### config.mk
export PLATFORM = sky130hd
export DESIGN_NAME = baud_tick_gen
export DESIGN_NICKNAME = d
export VERILOG_FILES = /design/src/rtl/uart_baud_pkg.sv /design/src/rtl/baud_prescaler.sv /design/src/rtl/baud_tick_gen.sv
export SDC_FILE = /design/constraint.sdc
export NUM_CORES = 1
export LEC_CHECK = 0
export BUFFER_PORTS_ARGS = -buffer_cell sky130_fd_sc_hd__buf_4
export CORE_ASPECT_RATIO = 1.75
export CORE_MARGIN = 5
export CORE_UTILIZATION = 50
export DETAILED_ROUTE_END_ITERATION = 10
export PLACE_DENSITY = 0.81
export SLEW_MARGIN = 20
export SYNTH_ARGS = -nofsm -noshare
export SYNTH_HDL_FRONTEND = slang
export SYNTH_SLANG_ARGS = --single-unit
### constraint.sdc
create_clock -name i_clk -period 2.8 [get_ports i_clk]
set_clock_uncertainty 0.1 [all_clocks]
set_input_delay 0.42 -clock i_clk [delete_from_list [all_inputs] [get_ports i_clk]]
set_output_delay 0.42 -clock i_clk [all_outputs]
set_load 0.02 [all_outputs]
### src/rtl/uart_baud_pkg.sv
// Shared rate-select codes and default preset divisors for the UART baud path.
package uart_baud_pkg;

    localparam logic [1:0] RATE_SEL_0      = 2'b00;
    localparam logic [1:0] RATE_SEL_1      = 2'b01;
    localparam logic [1:0] RATE_SEL_2      = 2'b10;
    localparam logic [1:0] RATE_SEL_CUSTOM = 2'b11;

    // Os period is divisor+1 clocks; the TX/RX FSMs assume these same defaults.
    localparam int DEF_RATE0_DIV  = 31;
    localparam int DEF_RATE1_DIV  = 15;
    localparam int DEF_RATE2_DIV  = 7;
    localparam int DEF_OVERSAMPLE = 16;
    localparam int DEF_DIV_W      = 16;

endpackage

### src/rtl/baud_prescaler.sv
// Divide-by-(div+1) prescaler: counts enabled clocks and emits a registered
// single-cycle tick on the clock where the count reaches the divisor.
module baud_prescaler #(
    parameter int DIV_W = 16
) (
    input  logic             i_clk,
    input  logic             i_rst,
    input  logic             i_clr,
    input  logic             i_en,
    input  logic [DIV_W-1:0] i_div,
    output logic             o_fire,
    output logic             o_tick
);

    logic [DIV_W-1:0] r_cnt;
    logic             r_tick;
    logic             w_at_div;

    // Compare before increment, so the maximum divisor never wraps the counter.
    assign w_at_div = (r_cnt == i_div);
    assign o_fire   = i_en && !i_clr && w_at_div;
    assign o_tick   = r_tick;

    always_ff @(posedge i_clk) begin
        if (i_rst) begin
            r_cnt  <= '0;
            r_tick <= 1'b0;
        end else if (i_clr) begin
            r_cnt  <= '0;
            r_tick <= 1'b0;
        end else if (i_en) begin
            if (w_at_div) begin
                r_cnt  <= '0;
                r_tick <= 1'b1;
            end else begin
                r_cnt  <= r_cnt + DIV_W'(1);
                r_tick <= 1'b0;
            end
        end else begin
            r_tick <= 1'b0;
        end
    end

endmodule

### src/rtl/baud_tick_gen.sv
// Programmable baud tick generator: oversampling tick, mid-bit strobe and
// bit-rate tick from a preset or custom divisor, with enable and RX resync.
module baud_tick_gen
    import uart_baud_pkg::*;
#(
    parameter int DIV_W      = DEF_DIV_W,
    parameter int OVERSAMPLE = DEF_OVERSAMPLE,
    parameter int RATE0_DIV  = DEF_RATE0_DIV,
    parameter int RATE1_DIV  = DEF_RATE1_DIV,
    parameter int RATE2_DIV  = DEF_RATE2_DIV
) (
    input  logic             i_clk,
    input  logic             i_rst,
    input  logic             i_en,
    input  logic             i_cfg_load,
    input  logic [1:0]       i_cfg_sel,
    input  logic [DIV_W-1:0] i_cfg_div,
    input  logic             i_resync,
    output logic             o_os_tick,
    output logic             o_mid_tick,
    output logic             o_tx_tick,
    output logic [DIV_W-1:0] o_div_cur
);

    localparam int OS_W = (OVERSAMPLE > 2) ? $clog2(OVERSAMPLE) : 1;

    localparam logic [DIV_W-1:0] P_RATE0 = DIV_W'(RATE0_DIV);
    localparam logic [DIV_W-1:0] P_RATE1 = DIV_W'(RATE1_DIV);
    localparam logic [DIV_W-1:0] P_RATE2 = DIV_W'(RATE2_DIV);

    localparam logic [OS_W-1:0] OS_LAST = OS_W'(OVERSAMPLE - 1);
    localparam logic [OS_W-1:0] OS_MID  = OS_W'(OVERSAMPLE / 2 - 1);

    // A preset that does not fit the divisor register is a configuration bug.
    if ((longint'(RATE0_DIV) >> DIV_W) != 0 || RATE0_DIV < 0) begin : g_bad_rate0
        $error("baud_tick_gen: RATE0_DIV does not fit in DIV_W bits");
    end
    if ((longint'(RATE1_DIV) >> DIV_W) != 0 || RATE1_DIV < 0) begin : g_bad_rate1
        $error("baud_tick_gen: RATE1_DIV does not fit in DIV_W bits");
    end
    if ((longint'(RATE2_DIV) >> DIV_W) != 0 || RATE2_DIV < 0) begin : g_bad_rate2
        $error("baud_tick_gen: RATE2_DIV does not fit in DIV_W bits");
    end
    if (OVERSAMPLE < 4 || (OVERSAMPLE % 2) != 0) begin : g_bad_os
        $error("baud_tick_gen: OVERSAMPLE must be even and at least 4");
    end

    logic [DIV_W-1:0] r_div;
    logic [OS_W-1:0]  r_os_cnt;
    logic             r_mid_tick;
    logic             r_tx_tick;

    logic [DIV_W-1:0] w_sel_div;
    logic             w_clr;
    logic             w_fire;
    logic             w_os_tick;

    always_comb begin
        w_sel_div = P_RATE0;
        case (i_cfg_sel)
            RATE_SEL_0:      w_sel_div = P_RATE0;
            RATE_SEL_1:      w_sel_div = P_RATE1;
            RATE_SEL_2:      w_sel_div = P_RATE2;
            RATE_SEL_CUSTOM: w_sel_div = i_cfg_div;
            default:         w_sel_div = P_RATE0;
        endcase
    end

    // Load and resync both restart the bit phase; load also swaps the divisor.
    assign w_clr = i_cfg_load || i_resync;

    baud_prescaler #(
        .DIV_W (DIV_W)
    ) u_prescaler (
        .i_clk  (i_clk),
        .i_rst  (i_rst),
        .i_clr  (w_clr),
        .i_en   (i_en),
        .i_div  (r_div),
        .o_fire (w_fire),
        .o_tick (w_os_tick)
    );

    // Mid/tx decode the pre-advance os count so they line up with the os tick.
    always_ff @(posedge i_clk) begin
        if (i_rst) begin
            r_div      <= P_RATE0;
            r_os_cnt   <= '0;
            r_mid_tick <= 1'b0;
            r_tx_tick  <= 1'b0;
        end else begin
            r_mid_tick <= 1'b0;
            r_tx_tick  <= 1'b0;
            if (i_cfg_load) begin
                r_div    <= w_sel_div;
                r_os_cnt <= '0;
            end else if (i_resync) begin
                r_os_cnt <= '0;
            end else if (w_fire) begin
                r_os_cnt   <= (r_os_cnt == OS_LAST) ? '0 : r_os_cnt + OS_W'(1);
                r_tx_tick  <= (r_os_cnt == OS_LAST);
                r_mid_tick <= (r_os_cnt == OS_MID);
            end
        end
    end

    assign o_os_tick  = w_os_tick;
    assign o_mid_tick = r_mid_tick;
    assign o_tx_tick  = r_tx_tick;
    assign o_div_cur  = r_div;

endmodule

# == Yosys cells after proc, flatten, opt, wreduce, memory -nomap -nowiden ==
# Index checks and enable logic that the tools add are counted.
# op_classes
addsub,2
n_eq_ne,6
n_mux,4
bitwise_logic,2
reduce_logical,9
# ops
operator,count
$pmux W16 S4,1
$add A16 B1 Y16 const B,1
$eq A16 B16 Y1,1
$mux W16,1
$reduce_or A3 Y1,2
$add A4 B1 Y4 const B,1
$eq A2 B2 Y1 const B,2
$eq A4 B3 Y1 const B,1
$eq A4 B4 Y1 const B,1
$mux W4,1
$reduce_or A4 Y1,1
$eq A2 B1 Y1 const B,1
$logic_and A1 B1 Y1,2
$logic_not A2 Y1,1
$not A1 Y1,2
$reduce_or A2 Y1,1
$logic_not A1 Y1,1
$logic_or A1 B1 Y1,1
$mux W1,1
# word_totals
ff_bits,39
word_cells,29

# == Depth between registers and ports, before layout ==
# depth
ltp_word,6
depth_mapped,7
mapped_depth_nobuf,6

# == By module ==
# From an unflattened synthesis, not the netlist that was laid out.
# hier_totals
cells_unflattened,206
area_unflattened_um2,1804.2
# modules_own_cells
module,n_inst,cells_per_inst,area_per_inst_um2,seq_area_each_um2
baud_prescaler,1,108,958.4,340.3
baud_tick_gen,1,98,845.8,440.4

# == Worst setup path before layout ==
# Ideal clock, no wire load.
# synth_timing
path_type,flip-flop to flip-flop
startpoint,"register r_div[11], in the netlist o_div_cur[11]"
endpoint,"register r_mid_tick, in the netlist o_mid_tick"
setup_ns,0.087
arrival_time_ns,1.695
t_required_ns,2.613
slack_ns,0.917
path_stages_with_launch,6
n_path_buf,0
period_less_slack_ns,1.883
path_cell_list,dfxtp_1 -> xor2_1 -> nor4_2 -> nand2_1 -> or4_4 -> nor4_4
# synth_between
elab_chain_len,4
# synth_rtl
element,line_no,source
start: declaration,baud_tick_gen.sv:48,logic [DIV_W-1:0] r_div;
start signal: assignment,baud_tick_gen.sv:95,r_div <= w_sel_div;
$eq A16 B16 Y1,baud_prescaler.sv:20,assign w_at_div = (r_cnt == i_div);
$logic_and A1 B1 Y1,baud_prescaler.sv:21,assign o_fire = i_en && !i_clr && w_at_div;
$not A1 Y1 (no source line),--,
$reduce_or A4 Y1 (no source line),--,
end signal: assignment,baud_tick_gen.sv:102,r_mid_tick <= (r_os_cnt == OS_MID);
end: declaration,baud_tick_gen.sv:50,logic r_mid_tick;
# No other way between the ends.
# A chain may end at the register's enable or synchronous reset.

# == Worst setup path in the final report ==
# layout_timing
startpoint,register u_prescaler.r_cnt[3]
endpoint,register u_prescaler.r_cnt[3]
# layout_between
elab_chain_len,2
elab_cells_between_ends,3
classes_between,add/sub (1); eq/ne (1); mux (1)
# layout_rtl
element,line_no,source
start: declaration,baud_prescaler.sv:15,logic [DIV_W-1:0] r_cnt;
start signal: assignment,baud_prescaler.sv:36,r_cnt <= r_cnt + DIV_W'(1);
$add A16 B1 Y16 / $eq A16 B16 Y1 (equally long branches),"baud_prescaler.sv:36, baud_prescaler.sv:20",
$mux W16 *,baud_prescaler.sv:32,if (w_at_div) begin
# Mark *: on every way between the ends. The rest lies on a longest branch, timed or not.

==> metrics.yaml <==
ios: 42
wire_per_inst_um: 13.89
clock_latency_ns: 0.29
fp.dieW_um: 55.69
required_ns: 2.86
cts_buffers: 5
fmax_ghz: 0.5043
synth-compound-area-share: 0.08425
drive_gt1_frac: 0.2329
drtIter0Drc: 18
cts_sinks: 39
intPower_uw: 892.3
synthXorXnorAreaFrac: 0.1486
cts-root-buf: "clkbuf_8"
hp-class: "primary input to flop"
clkPwrFrac: 0.424
ctsResizeCount: 0
die_h_um: 89.96
synth_common_cells: "dfxtp_1 (39), nor2_1 (35), xor2_1 (17)"
synth_fp_nets: 233
routed_wl_mm: 4.099
worst_pin_slew_ns: 0.5278
drc_errors: 0
criticalPathCategory: "flop to flop"
multi_input_area_um2: 988.4
grt_max_degree: 22
endpoint_kind: "flop"
tritoncts: "yes"
drv_slew: 0
post_cts.repair.setup_buffers: 0
synth_top_area_frac: 0.4274
syn-instance-count: 208
synth_area_leader_cell: "dfxtp_1"
synth_area_per_cell_um2: 8.782
num_rows: 29
postCtsHoldBufs: 0
grt_usage: 0.1741
switching_share: 0.2155
first_pass_iters: 4
seq_area_frac_synth: 0.4274
crit_slowest_cell: "a21o_1"
synthSimpleGateAreaFrac: 0.2890
crit_path_start_kind: "flop"
yosysWarnings: 0
p_comb_frac: 0.076
finalSetupViolCount: 0
overflow: 0
antenna_found_initial: 0
critical_path_arrival_ns: 2.04
synth-seq-cells: 39
cts.clk_slew.worst_paths_ns: 0.08
core_area_mm2: 0.003592
ys_types: 36
htreeDepth: 2
final_antenna_net_count: 0
synth_top_family_by_area: "simple AND/OR/NAND/NOR gates"
seq_area_um2: 780.7
grt_pass1_wl_mm: 7.051
crit_fanout: 16
place_hpwl_mm: 3.172
numPortBuffers: 41
power_switching_uw: 245.1
sequentialPowerShare: 0.500
layout.nets: 273
ys.flop_type: "dfxtp_1"
nFillCells: 319
synthMuxAreaShare: 0.005479
period_minus_slack_ns: 1.983
area_growth_pct: 23.49
status: "finished, final reports clean"
fin_tns_setup_ns: 0
synth_edf_count: 0
insertedDiodeCount: 0
clock_path_buffers: 2
whs_ns: 0.2513
vias_per_cell: 5.319
grt_pass1_vias: 1551
timing.final.crit_share: 0.7082
slowest_delay_ns: 0.46
drv_cap: 0
hold_viol: 0
syn_area_mm2: 0.001827
worstPathCellList: "xor2_1 > nor4_2 > and3_2 > a21o_1 > nor2_1"
start_util: 0.5085
p_leak_uw: 0.0008553
rsz0062_at_grt: "no"
gp_congestion: 0.8398
power_density_mw_per_mm2: 504.2
peakVddDrop_uv: 512.2
vias: 1569
dieArea_mm2: 0.005010
synthArstFlopShare: 0
synth_most_common_cell: "dfxtp_1"
synthAdderAreaFrac: 0.01370
synthTopCellsByArea: "dfxtp_1 (43%), xor2_1 (8.2%), nor2_1 (7.2%), xnor2_1 (6.7%), a21oi_1 (4.4%)"
maxSlewHeadroom: 0.6482
## per-layer routing
layer	track usage	part of all wire
met1	0.1752	0.38
met5	0	0
met4	0.1136	0.049
met3	0.04728	0.053
met2	0.3053	0.51
## metrics by stage
step	utilization	power, µW	instances	setup slack [ns]	instance area [µm²]
floorplan	-	626.4	208	0.9172	1827
global placement	0.5953	666.9	287	0.8719	2138
detailed placement	0.5953	668.2	287	0.8059	2138
CTS	0.6280	1142	295	0.7891	2256
global route	0.6280	1182	295	0.6438	2256
finish	0.6280	1137	295	0.8169	2256
## state kept, by name, indices dropped and copies added (netlist names)
signal and flops:
u_prescaler.o_tick 1, u_prescaler.r_cnt 16, o_div_cur 16, r_os_cnt 4
o_tx_tick 1, o_mid_tick 1
## final timing paths
| check | startpoint | end | slack (ns) | cells past startpoint |
|---|---|---|---|---|
| setup / recovery | u_prescaler.r_cnt[3] | u_prescaler.r_cnt[3] | 0.82 | 5 |
| hold / removal | i_cfg_div[8] | o_div_cur[8] | 0.25 | 3 |
| setup reg to reg | u_prescaler.r_cnt[3] | u_prescaler.r_cnt[3] | 0.82 | 5 |
| hold reg to reg | r_os_cnt[1] | r_os_cnt[1] | 0.40 | 2 |
## power groups by stage
stage,sequential [µW],combinational (µW),clock [µW]
2_1_floorplan,588,38.3,0
3_3_place_gp,582,84.8,0
3_5_place_dp,582,86.3,0
4_1_cts,569,86.6,486
5_1_grt,570,93.7,518
6_report,569,86.1,482
## cell type report
type	instances	share of cell area
clock buffers	6	0.03661
clock inverters	2	0.01553
inverters	1	0.001664
multi-input cells	160	0.4382
flip-flops and latches	39	0.3461
well taps	46	0.02551
repair buffers	41	0.1364
## kinds of logic (layout without fill, tap and decap cells)
group	after synthesis	in the layout
DFF	39	39
adders and majority gates	2	2
and+or+nand+nor	98	98
buffers and inverters	9	50
muxes	1	1
AOI/OAI and AO/OA	28	28
xor gates and xnor gates	31	31
## critical path: cells and delay by family (launching register included)
kind | cells | cell delay, ns
compound gates | 1 | 0.46
xor+xnor | 1 | 0.19
flops | 1 | 0.37
simple gates | 3 | 0.73
## cell usage in the layout, fill, tap and decap left out, types with 5 or more instances in the layout
cell type  netlist  layout
nand4_1          6       6
xor2_1          17      17
a21oi_1         16      16
dfxtp_1         39      39
nand2_1         11      11
xnor2_1         14      14
o21ai_0          5       5
nand3_1         11      11
nand2b_1         5       5
nor2b_1         12      12
clkbuf_8         0       6
nor2_1          35      35
buf_4            0      41
(Power assumes the default switching activity.)
